`config.mk`:
```
export PLATFORM = sky130hd
export DESIGN_NAME = stack_arbiter
export DESIGN_NICKNAME = d
export VERILOG_FILES = /design/src/rtl/stack_arbiter.sv
export SDC_FILE = /design/constraint.sdc
export NUM_CORES = 1
export LEC_CHECK = 0
export ABC_AREA = 1
export BUFFER_PORTS_ARGS = -buffer_cell sky130_fd_sc_hd__buf_2
export CAP_MARGIN = 10
export CORE_UTILIZATION = 45
export DETAILED_ROUTE_END_ITERATION = 10
export GPL_ROUTABILITY_DRIVEN = 1
export PLACE_DENSITY = 0.77
export SYNTH_ARGS = -nofsm -noshare
export SYNTH_HDL_FRONTEND = slang
export SYNTH_SLANG_ARGS = --single-unit
export TNS_END_PERCENT = 100
```
`constraint.sdc`:
```
create_clock -name clk -period 5.4 [get_ports clk]
set_clock_uncertainty 0.2 [all_clocks]
set_input_delay 0.27 -clock clk [delete_from_list [all_inputs] [get_ports clk]]
set_output_delay 0.27 -clock clk [all_outputs]
set_load 0.005 [all_outputs]
```
`src/rtl/stack_arbiter.sv`:
```
// Round-robin arbiter that shares one LIFO stack between NREQ requesters, running one
// push or pop at a time and rejecting pushes to a full stack or pops from an empty one.
module stack_arbiter #(
  parameter int unsigned NREQ = 4,
  parameter int unsigned DW   = 16,
  parameter int unsigned IW   = 2
) (
  input  logic               clk,
  input  logic               reset,
  input  logic [NREQ-1:0]    req,
  input  logic [NREQ-1:0]    req_rw,
  input  logic [NREQ*DW-1:0] req_data,
  output logic [NREQ-1:0]    ack,
  output logic [NREQ-1:0]    err,
  output logic [DW-1:0]      rd_data,
  output logic               busy,
  output logic [DW-1:0]      stk_data_in,
  output logic               stk_read_write,
  output logic               stk_enable,
  input  logic [DW-1:0]      stk_data_out,
  input  logic               stk_e_flag,
  input  logic               stk_f_flag
);

  typedef enum logic [1:0] {StIdle, StIssue, StCapt, StResp} state_e;

  state_e            state_q, state_d;
  logic [IW-1:0]     ptr_q, ptr_d;
  logic [IW-1:0]     gnt_q, gnt_d;
  logic              op_q, op_d;
  logic [DW-1:0]     data_q, data_d;
  logic              rej_q, rej_d;
  logic [NREQ-1:0]   ack_q, ack_d;
  logic [NREQ-1:0]   err_q, err_d;
  logic [DW-1:0]     rd_data_q, rd_data_d;
  logic              busy_q, busy_d;
  logic              en_q, en_d;

  logic              arb_found;
  logic [IW-1:0]     arb_pick;
  logic [IW-1:0]     cand;
  logic              sel_rw;
  logic [DW-1:0]     sel_data;
  logic [NREQ-1:0]   gnt_oh;

  // First requesting index at or above the rr pointer, wrapping around.
  always_comb begin
    arb_found = 1'b0;
    arb_pick  = '0;
    cand      = '0;
    for (int unsigned k = 0; k < NREQ; k++) begin
      cand = IW'((32'(ptr_q) + k) % NREQ);
      if (!arb_found && req[cand]) begin
        arb_found = 1'b1;
        arb_pick  = cand;
      end
    end
  end

  always_comb begin
    sel_rw   = 1'b0;
    sel_data = '0;
    for (int unsigned k = 0; k < NREQ; k++) begin
      if (arb_pick == IW'(k)) begin
        sel_rw   = req_rw[k];
        sel_data = req_data[k*DW +: DW];
      end
    end
  end

  always_comb begin
    state_d   = state_q;
    ptr_d     = ptr_q;
    gnt_d     = gnt_q;
    op_d      = op_q;
    data_d    = data_q;
    rej_d     = rej_q;
    rd_data_d = rd_data_q;
    ack_d     = '0;
    err_d     = '0;
    gnt_oh    = '0;

    unique case (state_q)
      StIdle: begin
        if (arb_found) begin
          gnt_d  = arb_pick;
          op_d   = sel_rw;
          data_d = sel_data;
          if ((!sel_rw && stk_f_flag) || (sel_rw && stk_e_flag)) begin
            rej_d   = 1'b1;
            state_d = StResp;
          end else begin
            rej_d   = 1'b0;
            state_d = StIssue;
          end
        end
      end
      StIssue: state_d = op_q ? StCapt : StResp;
      StCapt: begin
        rd_data_d = stk_data_out;
        state_d   = StResp;
      end
      StResp: begin
        ptr_d   = (32'(gnt_q) == NREQ - 1) ? '0 : gnt_q + IW'(1);
        state_d = StIdle;
      end
      default: state_d = StIdle;
    endcase

    // Outputs are registered, so they are decoded from the state being entered.
    gnt_oh = NREQ'(1) << gnt_d;
    if (state_d == StResp) begin
      ack_d = rej_d ? '0 : gnt_oh;
      err_d = rej_d ? gnt_oh : '0;
    end
    en_d   = (state_d == StIssue);
    busy_d = (state_d != StIdle);
  end

  always_ff @(posedge clk or negedge reset) begin
    if (!reset) begin
      state_q   <= StIdle;
      ptr_q     <= '0;
      gnt_q     <= '0;
      op_q      <= 1'b0;
      data_q    <= '0;
      rej_q     <= 1'b0;
      ack_q     <= '0;
      err_q     <= '0;
      rd_data_q <= '0;
      busy_q    <= 1'b0;
      en_q      <= 1'b0;
    end else begin
      state_q   <= state_d;
      ptr_q     <= ptr_d;
      gnt_q     <= gnt_d;
      op_q      <= op_d;
      data_q    <= data_d;
      rej_q     <= rej_d;
      ack_q     <= ack_d;
      err_q     <= err_d;
      rd_data_q <= rd_data_d;
      busy_q    <= busy_d;
      en_q      <= en_d;
    end
  end

  assign ack            = ack_q;
  assign err            = err_q;
  assign rd_data        = rd_data_q;
  assign busy           = busy_q;
  assign stk_enable     = en_q;
  assign stk_read_write = op_q;
  assign stk_data_in    = data_q;

endmodule

```
==> run_summary.xml, run 1 <==
<?xml version="1.0" encoding="UTF-8"?>
<metrics>
  <group name="route">
    <metric name="total_iterations_of_the_first_detailed_routing_run" unit="">6</metric>
    <metric name="vias" unit="">2737</metric>
    <metric name="drt_iter0_drc" unit="">80</metric>
    <metric name="detail_route.drc_violations" unit="">0</metric>
    <metric name="route.detailed.wl_per_inst" unit="um">13.2</metric>
    <metric name="vias_per_instance" unit="">4.88</metric>
    <metric name="highest-signal-layer" unit="">met4</metric>
    <metric name="detail_route_antenna_nets" unit="">0</metric>
    <metric name="wl_met3" unit="um">465</metric>
    <metric name="routed_wl" unit="mm">7.39</metric>
    <metric name="route.layer.met1.wl" unit="mm">3.35</metric>
    <metric name="met2RoutedLength" unit="mm">3.45</metric>
  </group>
  <group name="worst_setup_path">
    <metric name="arrival" unit="ps">2950</metric>
    <metric name="critPathMaxStageDelay" unit="ps">520</metric>
    <metric name="ws_path_type" unit="">reg -&gt; reg</metric>
    <metric name="critPathLaunchType" unit="">register</metric>
    <metric name="r2r_cells" unit="">14</metric>
    <metric name="cpMostUsedCell" unit="">sky130_fd_sc_hd__nand2_1</metric>
    <metric name="crit_required" unit="ps">5400</metric>
    <metric name="critical_path_peak_fanout" unit="">21</metric>
    <metric name="sum_of_buffers_and_inverters_on_the_critical_path" unit="">3</metric>
    <metric name="timing.critical_path.slowest_stage_cell" unit="">sky130_fd_sc_hd__dfrtp_1</metric>
    <metric name="rrSetupSlack" unit="ps">2440</metric>
    <metric name="rr_startpoint" unit="">ptr_q[0]</metric>
    <metric name="rr_endpoint" unit="">err[1]</metric>
    <metric name="path_cells" unit="">inv_2 -&gt; nand2_2 -&gt; nand2_1 -&gt; nand2_1 -&gt; nand2_1 -&gt; nand3_2 -&gt; or2_4 -&gt; nand2_2 -&gt; inv_2 -&gt; or2_2 -&gt; nand2_2 -&gt; inv_2 -&gt; nand2_1 -&gt; nor2_2</metric>
    <metric name="timing.critical_path.max_delay_family" unit="">simple AND/OR/NAND/NOR gates</metric>
    <metric name="critical_path.endpoint_type" unit="">register</metric>
  </group>
  <group name="clocking">
    <metric name="post_cts_resized" unit="">0</metric>
    <metric name="cts_num_sinks" unit="">50</metric>
    <metric name="clk_latency" unit="ps">300</metric>
    <metric name="cts_tree" unit="">built</metric>
    <metric name="holdBufCountCts" unit="">14</metric>
    <metric name="htree_num_levels" unit="">2</metric>
    <metric name="buffer_cell_driving_the_clock_tree_root" unit="">sky130_fd_sc_hd__clkbuf_8</metric>
    <metric name="cts_buffer_depth" unit="">2</metric>
    <metric name="post-cts-setup-buffers" unit="">0</metric>
    <metric name="tritoncts.num_buffers" unit="">5</metric>
    <metric name="clk_pin_slew_worst_paths" unit="ps">90</metric>
  </group>
  <group name="synthesis">
    <metric name="synthesis.area" unit="um^2">2960</metric>
    <metric name="synth_enable_flop_cells" unit="">0</metric>
    <metric name="postSynthCellCount" unit="">342</metric>
    <metric name="async_reset_ff_share" unit="%">100</metric>
    <metric name="synth.ff_latch_count" unit="">50</metric>
    <metric name="synth.net_count" unit="">440</metric>
    <metric name="yosys.cell_types.count" unit="">33</metric>
    <metric name="postSynth.topFlopCell" unit="">sky130_fd_sc_hd__dfrtp_1</metric>
    <metric name="warnings_synthesis" unit="">0</metric>
    <metric name="yosysSeqAreaShare" unit="%">42.2</metric>
    <metric name="syn-mean-instance-area" unit="um^2">8.67</metric>
  </group>
  <group name="pwr">
    <metric name="vdd.ir_drop.worst" unit="V">0.000434</metric>
    <metric name="power_per_cell_area" unit="nW/um^2">644</metric>
    <metric name="total_leakage_power" unit="nW">2.01</metric>
  </group>
  <group name="final_layout">
    <metric name="utilization" unit="%">61.0</metric>
    <metric name="synthesis_to_layout_area_growth" unit="%">30.7</metric>
    <metric name="layout-drive-gt1-share" unit="%">45.0</metric>
    <metric name="finalNonFillerCells" unit="">561</metric>
    <metric name="design_area" unit="um^2">3870</metric>
    <metric name="nets" unit="">582</metric>
    <metric name="antenna_cells" unit="">0</metric>
    <metric name="most_common_cell_after_layout_fill_and_taps_aside" unit="">sky130_fd_sc_hd__buf_2</metric>
    <metric name="top_library_cells_by_usage_in_the_layout_fill_and_taps_aside" unit="">sky130_fd_sc_hd__buf_2 (134), sky130_fd_sc_hd__nand2_1 (84), sky130_fd_sc_hd__dfrtp_1 (50)</metric>
    <metric name="fill_cells" unit="">564</metric>
  </group>
  <group name="sta">
    <metric name="timing.setup.tns" unit="ps">0</metric>
    <metric name="worst_pin_slew" unit="ps">741</metric>
    <metric name="grt_setup_unrepaired" unit="">no</metric>
    <metric name="finalHoldViolations" unit="">0</metric>
    <metric name="timing.hold.ws" unit="ps">17.3</metric>
    <metric name="post-route-period-util" unit="%">54.7</metric>
    <metric name="period_needed" unit="ps">2960</metric>
    <metric name="slew_headroom" unit="%">50.6</metric>
    <metric name="final-setup-viol-count" unit="">0</metric>
    <metric name="finalMaxSlewViolations" unit="">0</metric>
    <metric name="maxClockFrequency" unit="MHz">338</metric>
  </group>
  <group name="floorplan">
    <metric name="core_area" unit="um^2">6350</metric>
    <metric name="initial_utilization" unit="%">46.7</metric>
    <metric name="die_area" unit="um^2">6920</metric>
    <metric name="fp.dieW" unit="um">83.2</metric>
    <metric name="cell_row_count" unit="">29</metric>
    <metric name="die_height" unit="um">83.2</metric>
    <metric name="boundaryPins" unit="">135</metric>
  </group>
  <group name="placement">
    <metric name="replace_congestion" unit="">0.870</metric>
    <metric name="port-buffer-count" unit="">134</metric>
    <metric name="post-dp-hpwl" unit="mm">5.54</metric>
    <metric name="placedInstanceArea" unit="um^2">3620</metric>
    <metric name="place_inst" unit="">538</metric>
  </group>
  <group name="worst_hold_path">
    <metric name="hold-path-cell-count" unit="">2</metric>
    <metric name="worstHoldStart" unit="">stk_data_out[10]</metric>
    <metric name="hold_path_class" unit="">in -&gt; reg</metric>
    <metric name="min_delay_endpoint" unit="">rd_data[10]</metric>
  </group>
  <group name="outcome">
    <metric name="status" unit="">finished clean</metric>
  </group>
  <group name="flow_run">
    <metric name="number_of_maximum_capacitance_constraint_violations" unit="">0</metric>
  </group>
  <group name="global_route">
    <metric name="groute.usage.overall" unit="%">21.9</metric>
    <metric name="grt_start_max_net_pins" unit="">51</metric>
    <metric name="grt.overflow.total" unit="">0</metric>
    <metric name="grt_antenna_before_repair" unit="">0</metric>
    <metric name="grt_pass1_wl" unit="mm">12.2</metric>
    <metric name="grt_pass1_vias" unit="">2634</metric>
  </group>
</metrics>
==> worst max-delay path by stage <==
stage / start / end / slack (ps) / cells past startpoint
after floorplan: ptr_q[0] / ack[0] / 3200 / 17
after global placement: ptr_q[0] / err[2] / 2570 / 14
after detailed placement: ptr_q[0] / err[3] / 2480 / 14
after CTS: ptr_q[0] / err[3] / 2470 / 14
after global routing: ptr_q[0] / ack[2] / 2110 / 15
final: ptr_q[0] / err[1] / 2440 / 14
==> sequential cells by signal, indices dropped and copies added, names as in the netlist <==
register        flops
ack                 4
busy                1
err                 4
gnt_q               2
ptr_q               2
rd_data            16
rej_q               1
state_q             2
stk_data_in        16
stk_enable          1
stk_read_write      1
==> synthesized netlist by cell type, types with 3 or more instances <==
| cell | n | area [um^2] |
|---|---|---|
| sky130_fd_sc_hd__mux2_2 | 16 | 180 |
| sky130_fd_sc_hd__nand2_2 | 15 | 93.8 |
| sky130_fd_sc_hd__o21ai_1 | 28 | 140 |
| sky130_fd_sc_hd__dfrtp_1 | 50 | 1250 |
| sky130_fd_sc_hd__nand3_2 | 3 | 30.0 |
| sky130_fd_sc_hd__a22oi_1 | 6 | 45.0 |
| sky130_fd_sc_hd__buf_2 | 5 | 25.0 |
| sky130_fd_sc_hd__nor2_2 | 10 | 62.6 |
| sky130_fd_sc_hd__nand3_1 | 10 | 50.1 |
| sky130_fd_sc_hd__o21ai_2 | 4 | 35.0 |
| sky130_fd_sc_hd__nand2_1 | 84 | 315 |
| sky130_fd_sc_hd__o21ai_0 | 5 | 25.0 |
| sky130_fd_sc_hd__a22oi_2 | 9 | 113 |
| sky130_fd_sc_hd__buf_6 | 4 | 45.0 |
| sky130_fd_sc_hd__inv_1 | 17 | 63.8 |
| sky130_fd_sc_hd__a21oi_1 | 16 | 80.1 |
| sky130_fd_sc_hd__nor2_1 | 26 | 97.6 |
| sky130_fd_sc_hd__nand2_4 | 3 | 33.8 |
| sky130_fd_sc_hd__ha_1 | 6 | 75.1 |
| sky130_fd_sc_hd__inv_2 | 8 | 30.0 |
==> cells by family (layout without fill, tap and decap cells) <==
group	count (synthesis)	in the layout	share of synthesized area (%)
AO/OA/AOI/OAI	72	72	16.6
buffers and inverters	41	183	7.05
AND/OR/NAND/NOR	157	157	25.5
flip-flops	50	50	42.2
multiplexers	16	16	6.08
adder cells (fa/ha/maj)	6	6	2.53
==> metrics by stage <==
step	total power [mW]	setup slack, ps
floorplan	1.96	3200
global placement	2.23	2570
detailed placement	2.27	2480
CTS	2.50	2470
global route	2.73	2110
finish	2.49	2440
==> where the power goes <==
| part | leakage (nW) | switching (mW) | total, mW | internal, mW |
|---|---|---|---|---|
| combinational | 1.36 | 0.991 | 1.63 | 0.635 |
| sequential | 0.615 | 0.105 | 0.659 | 0.554 |
| clock | 0.0362 | 0.121 | 0.209 | 0.0885 |
| total | 2.01 | 1.22 | 2.49 | 1.28 |
==> layer usage <==
layer,track usage (%),vias to the layer above
met1,29.2,1217
met2,36.1,105
li1,-,1402
met3,4.08,13
met4,6.90,0
met5,0,-
==> cell type report <==
cell class / instances / area, um^2 / share of cell area (%)
timing repair buffer: 150 / 841 / 21.7
sequential: 50 / 1250 / 32.3
multi-input combinational: 251 / 1500 / 38.8
clock inverter: 2 / 15.0 / 0.388
tap: 77 / 96.3 / 2.49
inverter: 26 / 97.6 / 2.52
clock buffer: 5 / 68.8 / 1.78
Note: power is estimated with default switching activity, not from simulation.
==> inputs of run 2 (changes only) <==
--- a/config.mk
+++ b/config.mk
@@ -5,13 +5,13 @@
 export SDC_FILE = /design/constraint.sdc
 export NUM_CORES = 1
 export LEC_CHECK = 0
-export ABC_AREA = 1
+export ABC_AREA = 0
 export BUFFER_PORTS_ARGS = -buffer_cell sky130_fd_sc_hd__buf_2
 export CAP_MARGIN = 10
 export CORE_UTILIZATION = 45
 export DETAILED_ROUTE_END_ITERATION = 10
 export GPL_ROUTABILITY_DRIVEN = 1
-export PLACE_DENSITY = 0.77
+export PLACE_DENSITY = 0.79
 export SYNTH_ARGS = -nofsm -noshare
 export SYNTH_HDL_FRONTEND = slang
 export SYNTH_SLANG_ARGS = --single-unit
==> constraint.sdc (replaced) <==
create_clock -name clk -period 2.75 [get_ports clk]
set_clock_uncertainty 0.2 [all_clocks]
set_input_delay 0.1375 -clock clk [delete_from_list [all_inputs] [get_ports clk]]
set_output_delay 0.1375 -clock clk [all_outputs]
set_load 0.005 [all_outputs]
==> run_summary.xml, run 2 <==
<?xml version="1.0" encoding="UTF-8"?>
<metrics>
  <group name="outcome">
    <metric name="status" unit="">finished clean</metric>
  </group>
  <group name="flow_run">
    <metric name="number_of_maximum_capacitance_constraint_violations" unit="">0</metric>
  </group>
  <group name="final_layout">
    <metric name="synthesis_to_layout_area_growth" unit="%">39.8</metric>
    <metric name="layout-drive-gt1-share" unit="%">48.0</metric>
    <metric name="top_library_cells_by_usage_in_the_layout_fill_and_taps_aside" unit="">sky130_fd_sc_hd__buf_2 (134), sky130_fd_sc_hd__dfrtp_1 (50), sky130_fd_sc_hd__nand2_1 (38)</metric>
    <metric name="nets" unit="">497</metric>
    <metric name="most_common_cell_after_layout_fill_and_taps_aside" unit="">sky130_fd_sc_hd__buf_2</metric>
    <metric name="design_area" unit="um^2">3680</metric>
    <metric name="finalNonFillerCells" unit="">472</metric>
    <metric name="fill_cells" unit="">453</metric>
    <metric name="antenna_cells" unit="">0</metric>
    <metric name="utilization" unit="%">66.0</metric>
  </group>
  <group name="synthesis">
    <metric name="yosys.cell_types.count" unit="">35</metric>
    <metric name="yosys-top-cells-area" unit="">sky130_fd_sc_hd__dfrtp_1 (48%), sky130_fd_sc_hd__mux2_2 (15%), sky130_fd_sc_hd__mux2i_1 (7.2%)</metric>
    <metric name="synth_top_cell_by_area" unit="">sky130_fd_sc_hd__dfrtp_1</metric>
    <metric name="postSynth.topFlopCell" unit="">sky130_fd_sc_hd__dfrtp_1</metric>
    <metric name="synth_enable_flop_cells" unit="">0</metric>
    <metric name="synthesis.area" unit="um^2">2630</metric>
    <metric name="warnings_synthesis" unit="">0</metric>
    <metric name="yosysSeqAreaShare" unit="%">47.6</metric>
    <metric name="postSynthCellCount" unit="">246</metric>
    <metric name="synth.net_count" unit="">344</metric>
    <metric name="synth_largest_type_area_fraction" unit="%">47.6</metric>
    <metric name="yosysMostFrequentCell" unit="">sky130_fd_sc_hd__dfrtp_1</metric>
    <metric name="async_reset_ff_share" unit="%">100</metric>
    <metric name="synth.ff_latch_count" unit="">50</metric>
    <metric name="syn-mean-instance-area" unit="um^2">10.7</metric>
    <metric name="post_synth_most_frequent_cells" unit="">sky130_fd_sc_hd__dfrtp_1 (50), sky130_fd_sc_hd__nand2_1 (38), sky130_fd_sc_hd__mux2_2 (35)</metric>
  </group>
  <group name="sta">
    <metric name="grt_setup_unrepaired" unit="">no</metric>
    <metric name="final-setup-viol-count" unit="">0</metric>
    <metric name="slew_headroom" unit="%">63.7</metric>
    <metric name="post-route-period-util" unit="%">88.3</metric>
    <metric name="timing.setup.tns" unit="ps">0</metric>
    <metric name="finalHoldViolations" unit="">0</metric>
    <metric name="finalMaxSlewViolations" unit="">0</metric>
    <metric name="period_needed" unit="ps">2430</metric>
    <metric name="worst_pin_slew" unit="ps">545</metric>
    <metric name="maxClockFrequency" unit="MHz">412</metric>
  </group>
  <group name="clocking">
    <metric name="cts_tree" unit="">built</metric>
    <metric name="clk_pin_slew_worst_paths" unit="ps">90</metric>
    <metric name="tritoncts.num_buffers" unit="">5</metric>
    <metric name="cts_buffer_depth" unit="">2</metric>
    <metric name="cts_num_sinks" unit="">50</metric>
    <metric name="clk_latency" unit="ps">290</metric>
    <metric name="buffer_cell_driving_the_clock_tree_root" unit="">sky130_fd_sc_hd__clkbuf_8</metric>
    <metric name="htree_num_levels" unit="">2</metric>
  </group>
  <group name="global_route">
    <metric name="grt.overflow.total" unit="">0</metric>
    <metric name="grt_util_met3" unit="%">3.72</metric>
    <metric name="groute.usage.overall" unit="%">20.8</metric>
    <metric name="grt_pass1_vias" unit="">2139</metric>
    <metric name="met1_usage" unit="%">27.0</metric>
    <metric name="grt_antenna_before_repair" unit="">0</metric>
    <metric name="gr-usage-met2" unit="%">34.9</metric>
    <metric name="grt.busiest_layer" unit="">met2</metric>
    <metric name="grt_pass1_wl" unit="mm">9.98</metric>
    <metric name="grt_start_max_net_pins" unit="">46</metric>
  </group>
  <group name="route">
    <metric name="route.detailed.wl_per_inst" unit="um">13.7</metric>
    <metric name="detail_route_antenna_nets" unit="">0</metric>
    <metric name="detail_route.drc_violations" unit="">0</metric>
    <metric name="total_iterations_of_the_first_detailed_routing_run" unit="">4</metric>
    <metric name="drt_iter0_drc" unit="">94</metric>
    <metric name="vias" unit="">2356</metric>
    <metric name="routed_wl" unit="mm">6.47</metric>
    <metric name="vias_per_instance" unit="">4.99</metric>
  </group>
  <group name="worst_setup_path">
    <metric name="ws_path_type" unit="">reg -&gt; reg</metric>
    <metric name="path_cells" unit="">and2_4 -&gt; o211a_4 -&gt; nor2_8 -&gt; buf_4 -&gt; mux2i_1 -&gt; or3_1 -&gt; nor3_1</metric>
    <metric name="timing.critical_path.slowest_stage_cell" unit="">sky130_fd_sc_hd__dfrtp_1</metric>
    <metric name="crit_required" unit="ps">2750</metric>
    <metric name="critPathLaunchType" unit="">register</metric>
    <metric name="critPathMaxStageDelay" unit="ps">430</metric>
    <metric name="critical_path.endpoint_type" unit="">register</metric>
    <metric name="critical_path_peak_fanout" unit="">33</metric>
    <metric name="arrival" unit="ps">2430</metric>
  </group>
  <group name="floorplan">
    <metric name="boundaryPins" unit="">135</metric>
    <metric name="die_height" unit="um">78.5</metric>
    <metric name="initial_utilization" unit="%">47.2</metric>
    <metric name="die_area" unit="um^2">6160</metric>
    <metric name="cell_row_count" unit="">27</metric>
    <metric name="fp.dieW" unit="um">78.5</metric>
    <metric name="core_area" unit="um^2">5570</metric>
  </group>
  <group name="placement">
    <metric name="post-dp-hpwl" unit="mm">4.87</metric>
    <metric name="place_inst" unit="">446</metric>
    <metric name="placedInstanceArea" unit="um^2">3390</metric>
    <metric name="replace_congestion" unit="">0.841</metric>
    <metric name="port-buffer-count" unit="">134</metric>
  </group>
  <group name="pwr">
    <metric name="total_leakage_power" unit="nW">1.88</metric>
    <metric name="post-layout-total-power" unit="mW">3.68</metric>
    <metric name="power_per_cell_area" unit="nW/um^2">999</metric>
    <metric name="vdd.ir_drop.worst" unit="V">0.000468</metric>
  </group>
  <group name="worst_hold_path">
    <metric name="hold_path_class" unit="">in -&gt; reg</metric>
  </group>
</metrics>
## run 2: changes by cell type in the layout (fill, tap and decap cells not counted), moves of 19 or more
cell,before,now
sky130_fd_sc_hd__nand2_1,84,38
sky130_fd_sc_hd__o21ai_0,5,34
sky130_fd_sc_hd__o21ai_1,28,0
sky130_fd_sc_hd__nor2_1,26,5
sky130_fd_sc_hd__mux2_2,16,35
sky130_fd_sc_hd__mux2i_1,0,19
## run 2: worst paths after layout
kind / startpoint / end / slack (ps) / depth (start not counted)
worst max-delay path: ptr_q[1] / ack[2] / 320 / 7
worst min-delay path: req_data[48] / stk_data_in[0] / 50 / 5
worst max register to register: ptr_q[1] / ack[2] / 320 / 7
worst min register to register: stk_data_in[13] / stk_data_in[13] / 280 / 2
max in group asynchronous: reset / stk_data_in[5] / 1520 / 3
min in group asynchronous: reset / stk_data_in[12] / 320 / 3
## run 2: metal layers
layer / vias to the layer above / share of wire [%] / wire [um]
li1: 1168 / - / -
met5: - / 0 / 0
met3: 16 / 4.5 / 290
met2: 74 / 51 / 3310
met4: 0 / 2.6 / 165
met1: 1098 / 42 / 2700
## run 2: cells by family (layout without fill, tap and decap cells)
kind of cell / count (synthesis) / in the layout / synth area share, %
AND/OR/NAND/NOR: 69 / 69 / 13.3
multiplexers: 54 / 54 / 22.2
flip-flops: 50 / 50 / 47.6
AO/OA/AOI/OAI: 47 / 47 / 11.0
buffers and inverters: 20 / 174 / 3.09
adder cells (fa/ha/maj): 6 / 6 / 2.85
## run 2: power breakdown
part / internal, mW / switching, mW
Combinational: 0.925 / 0.983
Sequential: 1.09 / 0.175
Clock: 0.271 / 0.228
Total: 2.29 / 1.39
## run 2: timing repair
action,CTS,global route
gates resized for setup,0,0
setup buffers,0,0
hold buffers,18,0
hold endpoints to repair,66,0
## run 2: final cells by class
type	instances	area, um^2	share of cell area (%)
well taps	72	90.1	2.45
clock inverters	2	37.5	1.02
multi-input cells	176	1300	35.3
repair buffers	159	903	24.5
inverters	7	26.3	0.714
flip-flops and latches	50	1250	34.0
clock buffers	6	72.6	1.97
## run 2: worst max-delay path: cells and delay by family (launching register included)
| family | cells | cell delay [ps] |
|---|---|---|
| AND/OR/NAND/NOR | 4 | 830 |
| flip-flops | 1 | 430 |
| buffers and inverters | 1 | 400 |
| AO/OA/AOI/OAI | 1 | 270 |
| multiplexers | 1 | 190 |
## run 2: through the flow
step	hold WS (ps)	worst slack, ps
floorplan	-358	483
global route	68.1	157
global placement	-239	353
finish	54.1	322
CTS	56.9	300
detailed placement	-234	307
==> inputs of run 3 (changes only) <==
--- a/config.mk
+++ b/config.mk
@@ -6,9 +6,10 @@
 export NUM_CORES = 1
 export LEC_CHECK = 0
 export ABC_AREA = 0
-export BUFFER_PORTS_ARGS = -buffer_cell sky130_fd_sc_hd__buf_2
+export BUFFER_PORTS_ARGS = -buffer_cell sky130_fd_sc_hd__clkbuf_2
 export CAP_MARGIN = 10
 export CORE_UTILIZATION = 45
+export CTS_BUF_LIST = sky130_fd_sc_hd__clkbuf_8
 export DETAILED_ROUTE_END_ITERATION = 10
 export GPL_ROUTABILITY_DRIVEN = 1
 export PLACE_DENSITY = 0.79
==> run_summary.xml, run 3 (synthesis results as in run 2) <==
<?xml version="1.0" encoding="UTF-8"?>
<metrics>
  <group name="outcome">
    <metric name="status" unit="">finished clean</metric>
  </group>
  <group name="sta">
    <metric name="final-setup-viol-count" unit="">0</metric>
    <metric name="finalMaxSlewViolations" unit="">0</metric>
    <metric name="finalHoldViolations" unit="">0</metric>
    <metric name="post-route-period-util" unit="%">92.5</metric>
    <metric name="period_needed" unit="ps">2540</metric>
    <metric name="timing.setup.tns" unit="ps">0</metric>
    <metric name="grt_setup_unrepaired" unit="">no</metric>
    <metric name="maxClockFrequency" unit="MHz">393</metric>
    <metric name="slew_headroom" unit="%">58.8</metric>
    <metric name="worst_pin_slew" unit="ps">618</metric>
  </group>
  <group name="pwr">
    <metric name="post-layout-total-power" unit="mW">3.56</metric>
    <metric name="power_per_cell_area" unit="nW/um^2">981</metric>
    <metric name="total_leakage_power" unit="nW">1.87</metric>
    <metric name="vdd.ir_drop.worst" unit="V">0.000559</metric>
  </group>
  <group name="clocking">
    <metric name="tritoncts.num_buffers" unit="">5</metric>
    <metric name="clk_pin_slew_worst_paths" unit="ps">80</metric>
    <metric name="cts_num_sinks" unit="">50</metric>
    <metric name="cts_tree" unit="">built</metric>
    <metric name="cts_buffer_depth" unit="">2</metric>
    <metric name="post-cts-setup-buffers" unit="">0</metric>
    <metric name="buffer_cell_driving_the_clock_tree_root" unit="">sky130_fd_sc_hd__clkbuf_8</metric>
    <metric name="htree_num_levels" unit="">2</metric>
    <metric name="clk_latency" unit="ps">290</metric>
  </group>
  <group name="final_layout">
    <metric name="synthesis_to_layout_area_growth" unit="%">38.0</metric>
    <metric name="nets" unit="">495</metric>
    <metric name="top_library_cells_by_usage_in_the_layout_fill_and_taps_aside" unit="">sky130_fd_sc_hd__clkbuf_2 (134), sky130_fd_sc_hd__dfrtp_1 (50), sky130_fd_sc_hd__nand2_1 (38)</metric>
    <metric name="finalNonFillerCells" unit="">469</metric>
    <metric name="fill_cells" unit="">466</metric>
    <metric name="antenna_cells" unit="">0</metric>
    <metric name="utilization" unit="%">65.2</metric>
    <metric name="most_common_cell_after_layout_fill_and_taps_aside" unit="">sky130_fd_sc_hd__clkbuf_2</metric>
    <metric name="layout-drive-gt1-share" unit="%">47.9</metric>
    <metric name="design_area" unit="um^2">3630</metric>
  </group>
  <group name="worst_setup_path">
    <metric name="ws_path_type" unit="">reg -&gt; reg</metric>
    <metric name="timing.critical_path.slowest_stage_cell" unit="">sky130_fd_sc_hd__nor4b_1</metric>
    <metric name="critical_path.endpoint_type" unit="">register</metric>
    <metric name="path_cells" unit="">and2_4 -&gt; o211ai_1 -&gt; a21boi_0 -&gt; a211oi_2 -&gt; nor2_1 -&gt; mux2i_1 -&gt; buf_4 -&gt; nor4b_1</metric>
    <metric name="critPathLaunchType" unit="">register</metric>
    <metric name="critPathMaxStageDelay" unit="ps">460</metric>
    <metric name="critical_path_peak_fanout" unit="">11</metric>
    <metric name="crit_required" unit="ps">2690</metric>
    <metric name="arrival" unit="ps">2480</metric>
  </group>
  <group name="route">
    <metric name="drt_iter0_drc" unit="">71</metric>
    <metric name="routed_wl" unit="mm">6.51</metric>
    <metric name="detail_route_antenna_nets" unit="">0</metric>
    <metric name="detail_route.drc_violations" unit="">0</metric>
    <metric name="vias" unit="">2312</metric>
    <metric name="vias_per_instance" unit="">4.93</metric>
    <metric name="total_iterations_of_the_first_detailed_routing_run" unit="">4</metric>
    <metric name="route.detailed.wl_per_inst" unit="um">13.9</metric>
  </group>
  <group name="floorplan">
    <metric name="fp.dieW" unit="um">78.5</metric>
    <metric name="die_area" unit="um^2">6160</metric>
    <metric name="die_height" unit="um">78.5</metric>
    <metric name="core_area" unit="um^2">5570</metric>
    <metric name="cell_row_count" unit="">27</metric>
    <metric name="boundaryPins" unit="">135</metric>
    <metric name="initial_utilization" unit="%">47.2</metric>
  </group>
  <group name="placement">
    <metric name="replace_congestion" unit="">0.804</metric>
    <metric name="placedInstanceArea" unit="um^2">3380</metric>
    <metric name="port-buffer-count" unit="">134</metric>
    <metric name="post-dp-hpwl" unit="mm">4.84</metric>
    <metric name="place_inst" unit="">445</metric>
  </group>
  <group name="global_route">
    <metric name="grt_start_max_net_pins" unit="">51</metric>
    <metric name="grt.overflow.total" unit="">0</metric>
    <metric name="groute.usage.overall" unit="%">21.2</metric>
    <metric name="grt_pass1_vias" unit="">2153</metric>
    <metric name="grt_antenna_before_repair" unit="">0</metric>
    <metric name="grt_pass1_wl" unit="mm">9.98</metric>
  </group>
  <group name="worst_hold_path">
    <metric name="hold_path_class" unit="">in -&gt; reg</metric>
  </group>
  <group name="flow_run">
    <metric name="number_of_maximum_capacitance_constraint_violations" unit="">0</metric>
  </group>
</metrics>
-- run 3: cell types whose count changed in the layout (fill, tap and decap cells not counted), sizes merged --
cell         delta
buf           -135
inv             +1
clkbuf        +133
bufinv          -1
dlygate4sd3     -1
-- run 3: cell type report --
| cell class | instances | area [um^2] | share of cell area, % |
|---|---|---|---|
| clock buffers | 5 | 68.8 | 1.89 |
| inverters | 7 | 26.3 | 0.723 |
| well taps | 72 | 90.1 | 2.48 |
| multi-input cells | 176 | 1300 | 35.8 |
| repair buffers | 157 | 886 | 24.4 |
| clock inverters | 2 | 11.3 | 0.310 |
| flip-flops and latches | 50 | 1250 | 34.4 |
-- run 3: report_power, final --
| part | internal, mW | switching [mW] | total, mW |
|---|---|---|---|
| Clock | 0.171 | 0.216 | 0.387 |
| Sequential | 1.09 | 0.184 | 1.28 |
| Combinational | 0.911 | 0.987 | 1.90 |
| Total | 2.18 | 1.39 | 3.56 |
-- run 3: per-stage QoR --
stage,hold slack [ps],setup slack (ps)
CTS,46.5,277
global route,51.0,95.9
floorplan,-358,483
global placement,76.8,383
finish,46.7,207
detailed placement,79.7,298
-- run 3: timing repair --
item,in CTS,in global routing
endpoints found under the hold margin,66,0
hold buffers,17,0
endpoints found under the setup margin,0,0
gates resized for setup,0,0
-- run 3: worst paths after layout --
path	from	endpoint	slack [ps]	cells past startpoint
min in group asynchronous	reset	stk_data_in[5]	280	3
min	req_data[22]	stk_data_in[6]	50	5
max	ptr_q[1]	err[1]	210	8
max reg2reg	ptr_q[1]	err[1]	210	8
max in group asynchronous	reset	state_q[0]	1640	3
min reg2reg	stk_data_in[11]	stk_data_in[11]	280	2
-- run 3: layer usage --
metal	up-vias	global-route usage [%]	share of wire, %
met2	76	38.4	54
met5	-	0	0
met1	1070	25.4	41
li1	1162	-	-
met3	4	4.53	4.4
met4	0	5.19	0.91
-- run 3: critical path: cells and delay by family, from the launching register on --
kind                   cells  cell delay, ps
AND/OR/NAND/NOR            3             770
buffers and inverters      1             180
multiplexers               1             130
flip-flops                 1             440
AO/OA/AOI/OAI              3             680
